===== src/rtl/kwta_inhibition.sv =====
// -----------------------------------------------------------------------------
// kwta_inhibition
//
// k-winner-take-all lateral inhibition for a temporal-coded column. During one
// gamma period of T_PERIOD cycles it passes through only the first K_WINNERS
// neuron spikes (earliest time first, then by tie-break priority). All later
// spikes in the period are inhibited. Each neuron can win at most once.
//
// Optional feature macro: KWTA_TIE_ROTATE_EN
//   defined   : simultaneous spikes are ordered starting from a rotating
//               priority pointer. The pointer moves to (first_winner+1) mod N
//               after every period that had at least one winner.
//   undefined : fixed lowest-index-first priority.
//
// Ports
//   clk           rising-edge clock
//   rst_n         asynchronous active-low reset
//   gamma_start   one-cycle pulse that starts a new period (aborts one in RUN)
//   spike_in      raw spike volley, one bit per neuron
//   spike_out     accepted spikes, registered (one cycle after spike_in)
//   time_val      current period time, T_PERIOD outside RUN
//   busy          high while collecting spikes (RUN)
//   period_done   one-cycle pulse in the DONE cycle
//   win_mask      winners of the last completed period
//   win_count     number of winners of the last completed period
//   first_winner  index of the earliest winner, all-ones if none
//   first_time    time of the earliest winner, T_PERIOD if none
// -----------------------------------------------------------------------------
module kwta_inhibition #(
  parameter int N_NEURONS = 16,
  parameter int T_PERIOD  = 8,
  parameter int K_WINNERS = 1,
  localparam int TW = $clog2(T_PERIOD) + 1,
  localparam int IW = $clog2(N_NEURONS) + 1
) (
  input  logic                 clk,
  input  logic                 rst_n,
  input  logic                 gamma_start,
  input  logic [N_NEURONS-1:0] spike_in,
  output logic [N_NEURONS-1:0] spike_out,
  output logic [TW-1:0]        time_val,
  output logic                 busy,
  output logic                 period_done,
  output logic [N_NEURONS-1:0] win_mask,
  output logic [IW-1:0]        win_count,
  output logic [IW-1:0]        first_winner,
  output logic [TW-1:0]        first_time
);

  localparam int IX = $clog2(N_NEURONS);
  localparam logic [IW-1:0] K_L    = IW'(K_WINNERS);
  localparam logic [IW-1:0] N_L    = IW'(N_NEURONS);
  localparam logic [TW-1:0] T_L    = TW'(T_PERIOD);
  localparam logic [TW-1:0] T_LAST = TW'(T_PERIOD - 1);

  typedef enum logic [1:0] {S_IDLE, S_RUN, S_DONE} state_e;

  state_e               state_q, state_d;
  logic [TW-1:0]        time_q, time_d;
  logic [N_NEURONS-1:0] seen_q, seen_d;
  logic [IW-1:0]        count_q, count_d;
  logic [N_NEURONS-1:0] work_mask_q, work_mask_d;
  logic [IW-1:0]        work_fw_q, work_fw_d;
  logic [TW-1:0]        work_ft_q, work_ft_d;
  logic [N_NEURONS-1:0] spike_out_q, spike_out_d;
  logic [N_NEURONS-1:0] win_mask_q, win_mask_d;
  logic [IW-1:0]        win_count_q, win_count_d;
  logic [IW-1:0]        first_winner_q, first_winner_d;
  logic [TW-1:0]        first_time_q, first_time_d;
  logic [IW-1:0]        rot_base;

`ifdef KWTA_TIE_ROTATE_EN
  logic [IW-1:0]        ptr_q, ptr_d;
  logic [IW-1:0]        ptr_next;
  assign rot_base = ptr_q;
`else
  assign rot_base = '0;
`endif

  // Selection: scan neurons in priority order starting at rot_base, accepting
  // fresh spikes until the free winner slots are used up.
  logic [N_NEURONS-1:0] sampled;
  logic [N_NEURONS-1:0] accept;
  logic [IW-1:0]        slots;
  logic [IW-1:0]        acc_n;
  logic [IW-1:0]        idx;
  logic [IW-1:0]        first_idx;
  logic                 found;

  always_comb begin
    sampled   = spike_in & ~seen_q;
    slots     = K_L - count_q;
    accept    = '0;
    acc_n     = '0;
    idx       = '0;
    first_idx = '1;
    found     = 1'b0;
    for (int j = 0; j < N_NEURONS; j++) begin
      idx = rot_base + IW'(j);
      if (idx >= N_L) idx = idx - N_L;   // wrap the rotated index
      if (sampled[idx[IX-1:0]] && (acc_n < slots)) begin
        accept[idx[IX-1:0]] = 1'b1;
        acc_n = acc_n + IW'(1);
        if (!found) begin
          found     = 1'b1;
          first_idx = idx;
        end
      end
    end
  end

  always_comb begin
    state_d        = state_q;
    time_d         = time_q;
    seen_d         = seen_q;
    count_d        = count_q;
    work_mask_d    = work_mask_q;
    work_fw_d      = work_fw_q;
    work_ft_d      = work_ft_q;
    spike_out_d    = '0;
    win_mask_d     = win_mask_q;
    win_count_d    = win_count_q;
    first_winner_d = first_winner_q;
    first_time_d   = first_time_q;
`ifdef KWTA_TIE_ROTATE_EN
    ptr_d          = ptr_q;
    ptr_next       = '0;
`endif
    if (gamma_start) begin
      // New period from any state; in RUN this is an abort that drops the
      // volley of this cycle and all working state.
      state_d     = S_RUN;
      time_d      = '0;
      seen_d      = '0;
      count_d     = '0;
      work_mask_d = '0;
      work_fw_d   = '1;
      work_ft_d   = T_L;
    end else begin
      unique case (state_q)
        S_IDLE: state_d = S_IDLE;
        S_RUN: begin
          seen_d      = seen_q | spike_in;
          count_d     = count_q + acc_n;
          work_mask_d = work_mask_q | accept;
          spike_out_d = accept;
          if (found && (count_q == '0)) begin
            work_fw_d = first_idx;
            work_ft_d = time_q;
          end
          if (time_q == T_LAST) begin
            // Publish on entry to DONE so results are valid with period_done.
            state_d        = S_DONE;
            time_d         = T_L;
            win_mask_d     = work_mask_d;
            win_count_d    = count_d;
            first_winner_d = work_fw_d;
            first_time_d   = work_ft_d;
`ifdef KWTA_TIE_ROTATE_EN
            if (count_d != '0) begin
              ptr_next = work_fw_d + IW'(1);
              ptr_d    = (ptr_next == N_L) ? '0 : ptr_next;
            end
`endif
          end else begin
            time_d = time_q + TW'(1);
          end
        end
        S_DONE:  state_d = S_IDLE;
        default: state_d = S_IDLE;
      endcase
    end
  end

  always_ff @(posedge clk or negedge rst_n) begin
    if (!rst_n) begin
      state_q        <= S_IDLE;
      time_q         <= T_L;
      seen_q         <= '0;
      count_q        <= '0;
      work_mask_q    <= '0;
      work_fw_q      <= '1;
      work_ft_q      <= T_L;
      spike_out_q    <= '0;
      win_mask_q     <= '0;
      win_count_q    <= '0;
      first_winner_q <= '1;
      first_time_q   <= T_L;
`ifdef KWTA_TIE_ROTATE_EN
      ptr_q          <= '0;
`endif
    end else begin
      state_q        <= state_d;
      time_q         <= time_d;
      seen_q         <= seen_d;
      count_q        <= count_d;
      work_mask_q    <= work_mask_d;
      work_fw_q      <= work_fw_d;
      work_ft_q      <= work_ft_d;
      spike_out_q    <= spike_out_d;
      win_mask_q     <= win_mask_d;
      win_count_q    <= win_count_d;
      first_winner_q <= first_winner_d;
      first_time_q   <= first_time_d;
`ifdef KWTA_TIE_ROTATE_EN
      ptr_q          <= ptr_d;
`endif
    end
  end

  assign spike_out    = spike_out_q;
  assign time_val     = time_q;
  assign busy         = (state_q == S_RUN);
  assign period_done  = (state_q == S_DONE);
  assign win_mask     = win_mask_q;
  assign win_count    = win_count_q;
  assign first_winner = first_winner_q;
  assign first_time   = first_time_q;

endmodule


===== config.mk =====
export PLATFORM = sky130hd
export DESIGN_NAME = kwta_inhibition
export DESIGN_NICKNAME = d
export VERILOG_FILES = /design/src/rtl/kwta_inhibition.sv
export SDC_FILE = /design/constraint.sdc
export NUM_CORES = 1
export LEC_CHECK = 0
export CAP_MARGIN = 20
export CORE_MARGIN = 4
export CORE_UTILIZATION = 55
export CTS_CLUSTER_SIZE = 14
export DETAILED_ROUTE_END_ITERATION = 10
export HOLD_SLACK_MARGIN = 0.06
export PLACE_DENSITY_LB_ADDON = 0.08
export SETUP_SLACK_MARGIN = 0.5
export SYNTH_ARGS = -nofsm -noshare
export SYNTH_HDL_FRONTEND = slang
export SYNTH_SLANG_ARGS = --single-unit

===== constraint.sdc =====
create_clock -name clk -period 32.1 [get_ports clk]
set_input_delay 8.025 -clock clk [delete_from_list [all_inputs] [get_ports clk]]
set_output_delay 8.025 -clock clk [all_outputs]
set_load 0.005 [all_outputs]

== Word-level counts from Yosys, hierarchy flattened ==
Cells that the tools add are included.

* Register bits: 98
* Bits in latches: 0
* Memory bits (writable): 0
* ROM bits: 0
* Input port bits: 19
* Logic and storage cells: 174
* Memories kept: 0

* $add $sub $neg: 18
* Multipliers: 0
* Div/mod/pow operators: 0
* Order comparisons: 16
* Equality and inequality tests: 4
* Shift-type cells: 0
* Muxes and demuxes: 99
* Bitwise gates (word level): 5
* Reductions and logical operators: 20

{| class="wikitable"
|+ Operator list
! operator !! number
|-
| 2-to-1 mux 5 bit || 52
|-
| 2-to-1 mux 16 bit || 7
|-
| adder 5 x 1 -> 5 bit (second input constant) || 14
|-
| < comparator 5 bit || 14
|-
| bitwise OR 16 bit || 2
|-
| 2-to-1 mux 4 bit || 7
|-
| 2-to-1 mux 1 bit || 18
|-
| logical AND 1 bit || 17
|-
| bitwise AND 16 bit || 1
|-
| NOT 16 bit || 1
|-
| 2-to-1 mux 15 bit || 1
|-
| 2-to-1 mux 14 bit || 1
|-
| 2-to-1 mux 13 bit || 1
|-
| 2-to-1 mux 12 bit || 1
|-
| 2-to-1 mux 11 bit || 1
|-
| 2-to-1 mux 10 bit || 1
|-
| 2-to-1 mux 9 bit || 1
|-
| 2-to-1 mux 2 bit || 4
|-
| 2-to-1 mux 8 bit || 1
|-
| 2-to-1 mux 7 bit || 1
|-
| 2-to-1 mux 6 bit || 1
|-
| adder 5 bit || 1
|-
| zero test 5 bit || 1
|-
| < comparator 1 x 5 -> 1 bit || 1
|-
| 12 further kinds || 12
|}

== Depth between registers and ports, before layout ==
Gate-level depths: netlist of the first run.

* Word-level depth: 53
* Gate-level depth with buffers: 132
* Gate-level depth less buffers: 130

== Worst setup path before layout of the first run ==
Ideal clock, no wire load.

* Kind: input to register
* Start point: input spike_in[0]
* End point: register count_q[4]
* Setup time: 0.087 ns
* Data arrival time: 32.460 ns
* Data required time: 32.013 ns
* Slack: -0.447 ns
* Stages: 119
* Buffers on the path: 1
* Cells stage by stage: nand2b_1 > nand2_1 > a311o_1 > ha_1 > nor2_1 > nor3_1 > o221ai_1 > nand2_1 > o21ai_0 > ha_1 > a311oi_1 > a21o_1 > nand2_1 > xnor2_2 > ha_1 > a21o_1 > a21oi_1 > o21ai_0 > [... 83 more ...] > a21oi_1 > and3_1 > nand2_1 > xnor2_1 > ha_1 > a21oi_1 > nor2b_1 > o21ai_0 > nor4bb_1 > o21ai_1 > xnor2_1 > ha_1 > fa_1 > a21o_1 > a21oi_1 > xnor2_1 > xnor3_1 > a211oi_2

* Word-level cells in the longest chain between the ends: 51
* Elaborated cells on any way between the ends: 66
* Those cells by class: 16 x add/sub; 15 x order compare; 18 x mux; 1 x bitwise; 16 x reduce/logical

{| class="wikitable"
|+ Ends and longest elaborated chain
! what !! line !! text
|-
| start: declaration || 39 || <nowiki>input logic [N_NEURONS-1:0] spike_in,</nowiki>
|-
| bitwise AND 16 bit * || 91 || <nowiki>sampled = spike_in & ~seen_q;</nowiki>
|-
| logical AND 1 bit * || 101 || <nowiki>if (sampled[idx[IX-1:0]] && (acc_n < slots)) begin</nowiki>
|-
| 2-to-1 mux 1 bit * || 101 ||
|-
| < comparator 1 x 5 -> 1 bit || 101 ||
|-
| logical AND 1 bit || 101 ||
|-
| 2-to-1 mux 5 bit * || 101 ||
|-
| < comparator 5 bit || 101 ||
|-
| logical AND 1 bit || 101 ||
|-
| [... 35 more ...] || n/a ||
|-
| logical AND 1 bit || 101 ||
|-
| 2-to-1 mux 5 bit * || 101 ||
|-
| < comparator 5 bit || 101 ||
|-
| logical AND 1 bit || 101 ||
|-
| 2-to-1 mux 5 bit * || 101 ||
|-
| adder 5 bit * || 144 || <nowiki>count_d = count_q + acc_n;</nowiki>
|-
| 2-to-1 mux 5 bit * || 140 || <nowiki>unique case (state_q)</nowiki>
|-
| 2-to-1 mux 5 bit * || 129 || <nowiki>if (gamma_start) begin</nowiki>
|-
| end signal: assignment || 196 || <nowiki>count_q <= count_d;</nowiki>
|-
| end: declaration || 61 || <nowiki>logic [IW-1:0] count_q, count_d;</nowiki>
|}

Mark *: on every way between the ends. The rest lies on a longest branch, timed or not. The select of a mux whose other input is x is not followed.
A chain may end at the register's enable or synchronous reset.

== Worst setup path after layout of the first run ==
Same ends and word-level chain as after synthesis.

==> load_flow_metrics.sql, run 1 <==
INSERT INTO impl_metrics (metric_group, metric, value, unit) VALUES
('routing', 'detail_route.drc_violations', '0', ''),
('clock_tree', 'h-tree-depth', '3', ''),
('setup_path', 'timing.critical_path.slowest_cell_delay', '0.45', 'ns'),
('grt', 'grt_pass1_wl', '37500', 'um'),
('setup_path', 'worstPathBufferInverterCount', '9', ''),
('grt', 'residual_overflow_from_global_routing', '0', ''),
('yosys', 'post-synth-top-area-cell', 'sky130_fd_sc_hd__dfrtp_1', ''),
('yosys', 'postSynthRegisterBits', '98', ''),
('die', 'floorplan.io_pins', '71', ''),
('finish', 'antenna_cells', '0', ''),
('yosys', 'post_synth_fa_ha_maj_area_fraction', '12.4', '%'),
('setup_path', 'r2r.worst_path.cells', '126', ''),
('timing', 'transition_time_of_the_tightest_slew_check_pin', '1.06', 'ns'),
('hold_path', 'worstHoldStart', 'work_fw_q[4]', ''),
('yosys', 'synthXorXnorAreaFrac', '7.17', '%'),
('yosys', 'synth.mux.area_fraction', '3.68', '%'),
('routing', 'detailed_router_s_first_iteration_violation_count', '636', ''),
('die', 'fp.dieW', '126', 'um'),
('timing', 'grt_setup_unrepaired', 'yes', ''),
('yosys', 'post_synth_instance_area', '7610', 'um2'),
('timing', 'timing.final.setup_violations', '0', ''),
('yosys', 'yosys.area.top_type_share', '28.0', '%'),
('clock_tree', 'max_buffers_root_to_sink', '2', ''),
('timing', 'final_hold_viol_count', '0', ''),
('yosys', 'post_synth_num_cell_types', '78', ''),
('yosys', 'post_synth_and_or_nand_nor_area_fraction', '20.9', '%'),
('clock_tree', 'source_to_sink_clock_delay_at_the_later_pin_of_the_worst_skew_pair', '0.35', 'ns'),
('yosys', 'synth_flop_cell', 'sky130_fd_sc_hd__dfrtp_1', ''),
('yosys', 'synth_compound_area_share', '20.3', '%'),
('finish', 'layout.core_utilization', '79.6', '%'),
('yosys', 'most_area_consuming_cells_after_synthesis', 'sky130_fd_sc_hd__dfrtp_1 (28%), sky130_fd_sc_hd__ha_1 (12%), sky130_fd_sc_hd__nor2_1 (5.5%)', ''),
('yosys', 'largest_family_of_logic_cells_by_synthesized_area', 'simple AND/OR/NAND/NOR gates', ''),
('setup_path', 'worstReg2RegEnd', 'count_q[4]', ''),
('grt', 'grt_pass1_vias', '7485', ''),
('timing', 'clock_skew', '0.00936', 'ns'),
('hold_path', 'timing.hold.worst.class', 'reg -> reg', ''),
('grt', 'globalRouteTotalUtil', '29.1', '%'),
('grt', 'grt_start_max_net_pins', '84', ''),
('setup_path', 'endpoint_kind', 'register', ''),
('routing', 'detail_route.wl_per_cell', '20.4', 'um'),
('setup_path', 'ff2ff_setup_slack', '7.23', 'ns'),
('clock_tree', 'cts.sinks', '98', ''),
('finish', 'fin_nets', '1146', ''),
('yosys', 'ys_seq_area_share', '32.4', '%'),
('run_status', 'status', 'finished, final reports clean', ''),
('routing', 'drt_pre_antenna_iters', '5', ''),
('setup_path', 'crit_family', 'compound AO/OA/AOI/OAI gates', ''),
('finish', 'syn_to_final_growth', '40.2', '%'),
('place', 'detailedPlacementHpwl', '16500', 'um'),
('setup_path', 'path_class', 'in -> reg', ''),
('clock_tree', 'tritoncts_clock_tree', 'done', ''),
('place', 'standard_cell_area_after_detailed_placement', '9010', 'um2'),
('die', 'die_area', '15800', 'um2'),
('timing', 'fmaxAchievable', '32.0', 'MHz'),
('routing', 'vias', '7617', ''),
('finish', 'final_common_cell', 'sky130_fd_sc_hd__buf_4', ''),
('routing', 'vias_per_cell', '6.18', ''),
('setup_path', 'cpMaxStageDelayCell', 'sky130_fd_sc_hd__a311o_1', ''),
('yosys', 'post_synthesis_cells', '869', ''),
('grt', 'number_of_antenna_violations_at_the_first_check_in_global_routing', '0', ''),
('setup_path', 'critical_path_startpoint_category', 'primary input', ''),
('timing', 'accumulated_negative_setup_slack', '0', 'ns'),
('setup_path', 'crit_cells', '124', ''),
('setup_path', 'worstPathArrival', '31.50', 'ns'),
('timing', 'period_needed', '31.24', 'ns'),
('yosys', 'postSynth.asyncResetShare', '100', '%'),
('timing', 'max-slew-margin-rel', '29.3', '%'),
('yosys', 'ys_warn_count', '0', ''),
('timing', 'timing.final.max_slew_violations', '0', ''),
('clock_tree', 'cts_made_buffers', '9', ''),
('die', 'floorplan.initialDensity', '56.8', '%');
## cells in the mapped netlist, types with 15 or more instances
| master | instances |
|---|---|
| sky130_fd_sc_hd__a21o_1 | 27 |
| sky130_fd_sc_hd__a21oi_1 | 61 |
| sky130_fd_sc_hd__a31oi_1 | 20 |
| sky130_fd_sc_hd__clkbuf_1 | 15 |
| sky130_fd_sc_hd__dfrtp_1 | 85 |
| sky130_fd_sc_hd__ha_1 | 74 |
| sky130_fd_sc_hd__inv_1 | 30 |
| sky130_fd_sc_hd__mux2i_1 | 19 |
| sky130_fd_sc_hd__nand2_1 | 83 |
| sky130_fd_sc_hd__nand3_1 | 20 |
| sky130_fd_sc_hd__nor2_1 | 112 |
| sky130_fd_sc_hd__o21ai_0 | 40 |
| sky130_fd_sc_hd__xnor2_1 | 25 |
## cells by family after synthesis
logic type	after synthesis
AND/OR/NAND/NOR	329
buffers and inverters	59
adder cells (fa/ha/maj)	75
XOR/XNOR	45
flip-flops	98
other	1
multiplexers	27
AO/OA/AOI/OAI	235
## registers in the layout, indices dropped and copies added (netlist names)
name          cells
win_count         5
seen_q           16
win_mask         16
work_mask_q      16
work_fw_q         5
time_val          4
first_time        4
count_q           5
work_ft_q         4
first_winner      5
state_q           2
spike_out        16
## metal layers
metal	GRT usage (%)	vias to the layer above	routed length, um
met3	2.79	88	1490
met5	0	-	0
li1	-	3519	-
met1	37.5	3724	10100
met2	50.7	286	12500
met4	11.4	0	981
## what timing repair did
| item | 4_1_cts | 5_1_grt |
|---|---|---|
| resized for setup | 34 | 138 |
| pin swaps | 27 | 131 |
| setup buffers | 16 | 46 |
| endpoints found under the setup margin | 28 | 31 |
## through the flow
stage          cells  setup slack, ns  hold WS [ns]
6_report        1233            0.862         0.459
4_1_cts         1186            0.512         0.461
3_3_place_gp    1154           -0.395         0.440
3_5_place_dp    1154            -1.21         0.448
5_1_grt         1233           -0.159         0.485
2_1_floorplan    870            0.523         0.439
## area by class of cell
type	instances	area (um2)
Clock buffer	9	225
Clock inverter	7	71.3
Fill cell	879	2730
Inverter	33	126
Multi-Input combinational cell	713	5850
Sequential cell	98	2470
Tap cell	176	220
Timing Repair Buffer	197	1710
## worst register-to-register path, delay by kind of cell (launching register included)
kind	cells	cell delay (ns)
AND/OR/NAND/NOR	40	6.95
flip-flops	1	0.69
XOR/XNOR	13	2.54
multiplexers	1	0.25
buffers and inverters	9	1.29
AO/OA/AOI/OAI	46	8.29
adder cells (fa/ha/maj)	17	4.76
## worst max path at each step
stage / start / endpoint
after global routing: spike_in[0] / count_q[4]
after floorplan: spike_in[0] / count_q[4]
final: spike_in[0] / count_q[4]
after detailed placement: spike_in[0] / count_q[4]
after global placement: spike_in[0] / count_q[4]
after CTS: spike_in[0] / count_q[4]
Power of run 1 is not shown: default switching activity piles up to over one toggle a cycle in this logic, so the estimate is an artifact.
==> run 2: changes to the inputs <==
--- a/config.mk
+++ b/config.mk
@@ -5,6 +5,7 @@
 export SDC_FILE = /design/constraint.sdc
 export NUM_CORES = 1
 export LEC_CHECK = 0
+export ABC_CLOCK_PERIOD_IN_PS = 32100
 export CAP_MARGIN = 20
 export CORE_MARGIN = 4
 export CORE_UTILIZATION = 55
==> results of run 2 <==
No change in the layout: final DEF, timing and power equal those of run 1.
Power of run 2 is left out for the same reason.
==> run 3: changes to the inputs <==
--- a/config.mk
+++ b/config.mk
@@ -12,7 +12,7 @@
 export CTS_CLUSTER_SIZE = 14
 export DETAILED_ROUTE_END_ITERATION = 10
 export HOLD_SLACK_MARGIN = 0.06
-export PLACE_DENSITY_LB_ADDON = 0.08
+export PLACE_DENSITY_LB_ADDON = 0.2
 export SETUP_SLACK_MARGIN = 0.5
 export SYNTH_ARGS = -nofsm -noshare
 export SYNTH_HDL_FRONTEND = slang
==> run 3 against run 2 <==
Net effect: final cell count shrank 0.73%; routed wire length shrank 2.5%; via count grew 0.30%; cell area shrank 1.5%.
==> load_flow_metrics.sql, run 3 (synthesis results as in run 1) <==
INSERT INTO impl_metrics (metric_group, metric, value, unit) VALUES
('run_status', 'status', 'finished, final reports clean', ''),
('grt', 'grt_pass1_wl', '34300', 'um'),
('clock_tree', 'max_buffers_root_to_sink', '2', ''),
('setup_path', 'worstReg2RegEnd', 'count_q[4]', ''),
('routing', 'vias', '7640', ''),
('clock_tree', 'source_to_sink_clock_delay_at_the_later_pin_of_the_worst_skew_pair', '0.37', 'ns'),
('clock_tree', 'cts.sinks', '98', ''),
('finish', 'syn_to_final_growth', '38.0', '%'),
('setup_path', 'library_cell_appearing_most_often_on_the_critical_path', 'sky130_fd_sc_hd__ha_1', ''),
('routing', 'detail_route.wl_per_cell', '20.0', 'um'),
('routing', 'detail_route.drc_violations', '0', ''),
('grt', 'number_of_antenna_violations_at_the_first_check_in_global_routing', '0', ''),
('timing', 'transition_time_of_the_tightest_slew_check_pin', '1.05', 'ns'),
('die', 'floorplan.io_pins', '71', ''),
('setup_path', 'r2r.worst_path.cells', '125', ''),
('grt', 'grt_pass1_vias', '6910', ''),
('finish', 'area.sequential', '2470', 'um2'),
('hold_path', 'timing.hold.worst.class', 'reg -> reg', ''),
('timing', 'timing.final.max_slew_violations', '0', ''),
('timing', 'clock_skew', '0.0133', 'ns'),
('routing', 'drt_pre_antenna_iters', '7', ''),
('die', 'die_area', '15800', 'um2'),
('setup_path', 'timing.critical_path.slowest_cell_delay', '0.46', 'ns'),
('finish', 'final_common_cell', 'sky130_fd_sc_hd__buf_4', ''),
('timing', 'period_share', '97.3', '%'),
('setup_path', 'ff2ff_setup_slack', '6.62', 'ns'),
('setup_path', 'endpoint_kind', 'register', ''),
('setup_path', 'path_class', 'in -> reg', ''),
('grt', 'grt_start_max_net_pins', '76', ''),
('routing', 'vias_per_cell', '6.24', ''),
('routing', 'detailed_router_s_first_iteration_violation_count', '694', ''),
('timing', 'max-slew-margin-rel', '30.0', '%'),
('finish', 'drive_above_1_share', '30.6', '%'),
('grt', 'globalRouteTotalUtil', '26.6', '%'),
('routing', 'ant_nets', '0', ''),
('setup_path', 'worstPathArrival', '31.52', 'ns'),
('clock_tree', 'clock_root_buffer', 'sky130_fd_sc_hd__clkbuf_16', ''),
('die', 'floorplan.initialDensity', '56.8', '%'),
('finish', 'antenna_cells', '0', ''),
('setup_path', 'worstSetupEndpoint', 'count_q[4]', ''),
('timing', 'period_needed', '31.24', 'ns'),
('timing', 'timing.final.setup_violations', '0', ''),
('place', 'routabilityCongestion', '0.953', ''),
('die', 'fp.dieW', '126', 'um'),
('clock_tree', 'tritoncts_clock_tree', 'done', ''),
('timing', 'fmaxAchievable', '32.0', 'MHz'),
('timing', 'final_hold_viol_count', '0', ''),
('grt', 'grt_busiest_layer', 'met2', ''),
('die', 'floorplan.die.height', '126', 'um'),
('place', 'io_buffer_count', '70', ''),
('finish', 'fillerInstances', '857', ''),
('finish', 'layout_common_cells', 'sky130_fd_sc_hd__buf_4 (116), sky130_fd_sc_hd__nor2_1 (101), sky130_fd_sc_hd__dfrtp_1 (85), sky130_fd_sc_hd__nand2_1 (77), sky130_fd_sc_hd__clkdlybuf4s50_1 (67)', ''),
('die', 'coreArea', '13400', 'um2'),
('grt', 'routing_usage_on_met2', '45.2', '%'),
('finish', 'multi_input_comb_area', '5790', 'um2'),
('finish', 'fin_nets', '1137', ''),
('setup_path', 'critical_path_startpoint_category', 'primary input', ''),
('grt', 'groute.layer.met1.usage', '35.1', '%'),
('clock_tree', 'h-tree-depth', '3', ''),
('setup_path', 'critical_path.max_fanout', '6', ''),
('routing', 'wirelength', '24500', 'um'),
('setup_path', 'critical_path_required', '32.37', 'ns'),
('setup_path', 'cpMaxStageDelayCell', 'sky130_fd_sc_hd__a311o_1', ''),
('die', 'num_rows', '42', ''),
('place', 'detailedPlacementHpwl', '15000', 'um'),
('clock_tree', 'post_cts_hold_buffer_count', '0', ''),
('clock_tree', 'cts_made_buffers', '9', ''),
('run', 'maxCapViolCount', '0', ''),
('setup_path', 'startpoint', 'spike_in[0]', ''),
('timing', 'worst_hold_slack', '0.460', 'ns'),
('clock_tree', 'clkSlewWorstSetupHoldPaths', '0.07', 'ns'),
('grt', 'grtUsageMet3', '3.68', '%'),
('grt', 'residual_overflow_from_global_routing', '0', ''),
('setup_path', 'worst_r2r_startpoint', 'count_q[1]', '');
==> run 3: changes by cell type in the layout (fill, tap and decap cells not counted), sizes merged <==
cell	before	now
buf	129	119
inv	36	35
clkinvlp	2	1
clkinv	2	3
clkbuf	9	10
dlymetal6s2s	1	2
==> run 3: what timing repair did <==
item	in CTS	in global routing
setup buffers	14	39
pin swaps	22	127
endpoints found under the setup margin	11	31
gates resized for setup	23	141
==> run 3: layout make-up <==
type                    instances  area share, %
multi-input cells             713           55.1
flip-flops and latches         98           23.5
repair buffers                188           15.3
clock buffers                  10           2.27
well taps                     176           2.10
inverters                      33           1.18
clock inverters                 6          0.536
==> run 3: worst min-delay path by stage <==
stage / startpoint / to / slack, ns / cells after the start
after floorplan: work_fw_q[4] / work_fw_q[4] / 0.44 / 2
after global placement: first_winner[4] / first_winner[4] / 0.44 / 2
after detailed placement: work_fw_q[4] / work_fw_q[4] / 0.45 / 2
after CTS: work_fw_q[4] / work_fw_q[4] / 0.46 / 2
after global routing: work_fw_q[4] / work_fw_q[4] / 0.49 / 2
final: first_time[3] / first_time[3] / 0.46 / 2
==> run 3: layer usage <==
layer | part of all wire [%] | vias up | routed length (um)
met4 | 4.4 | 0 | 1070
met5 | 0 | - | 0
met3 | 6.1 | 86 | 1490
li1 | - | 3503 | -
met1 | 40 | 3734 | 9860
met2 | 49 | 317 | 12000
==> run 3: critical path: cells and delay by family <==
kind | cells | cell delay [ns]
AO/OA/AOI/OAI | 45 | 8.73
buffers and inverters | 7 | 0.87
multiplexers | 2 | 0.54
adder cells (fa/ha/maj) | 15 | 4.33
AND/OR/NAND/NOR | 41 | 6.74
XOR/XNOR | 13 | 2.29
==> run 3: stage by stage <==
stage | utilization, % | instances | setup TNS, ns | area, um2 | setup WS (ns)
3_3_place_gp | 67.2 | 1155 | 0 | 9010 | 0.0432
6_report | 78.4 | 1224 | 0 | 10500 | 0.856
3_5_place_dp | 67.2 | 1155 | -0.840 | 9010 | -0.469
2_1_floorplan | - | 870 | 0 | 7710 | 0.523
4_1_cts | 71.2 | 1185 | 0 | 9540 | 0.514
5_1_grt | 78.4 | 1224 | -0.638 | 10500 | -0.300
Power of run 3 is left out for the same reason.
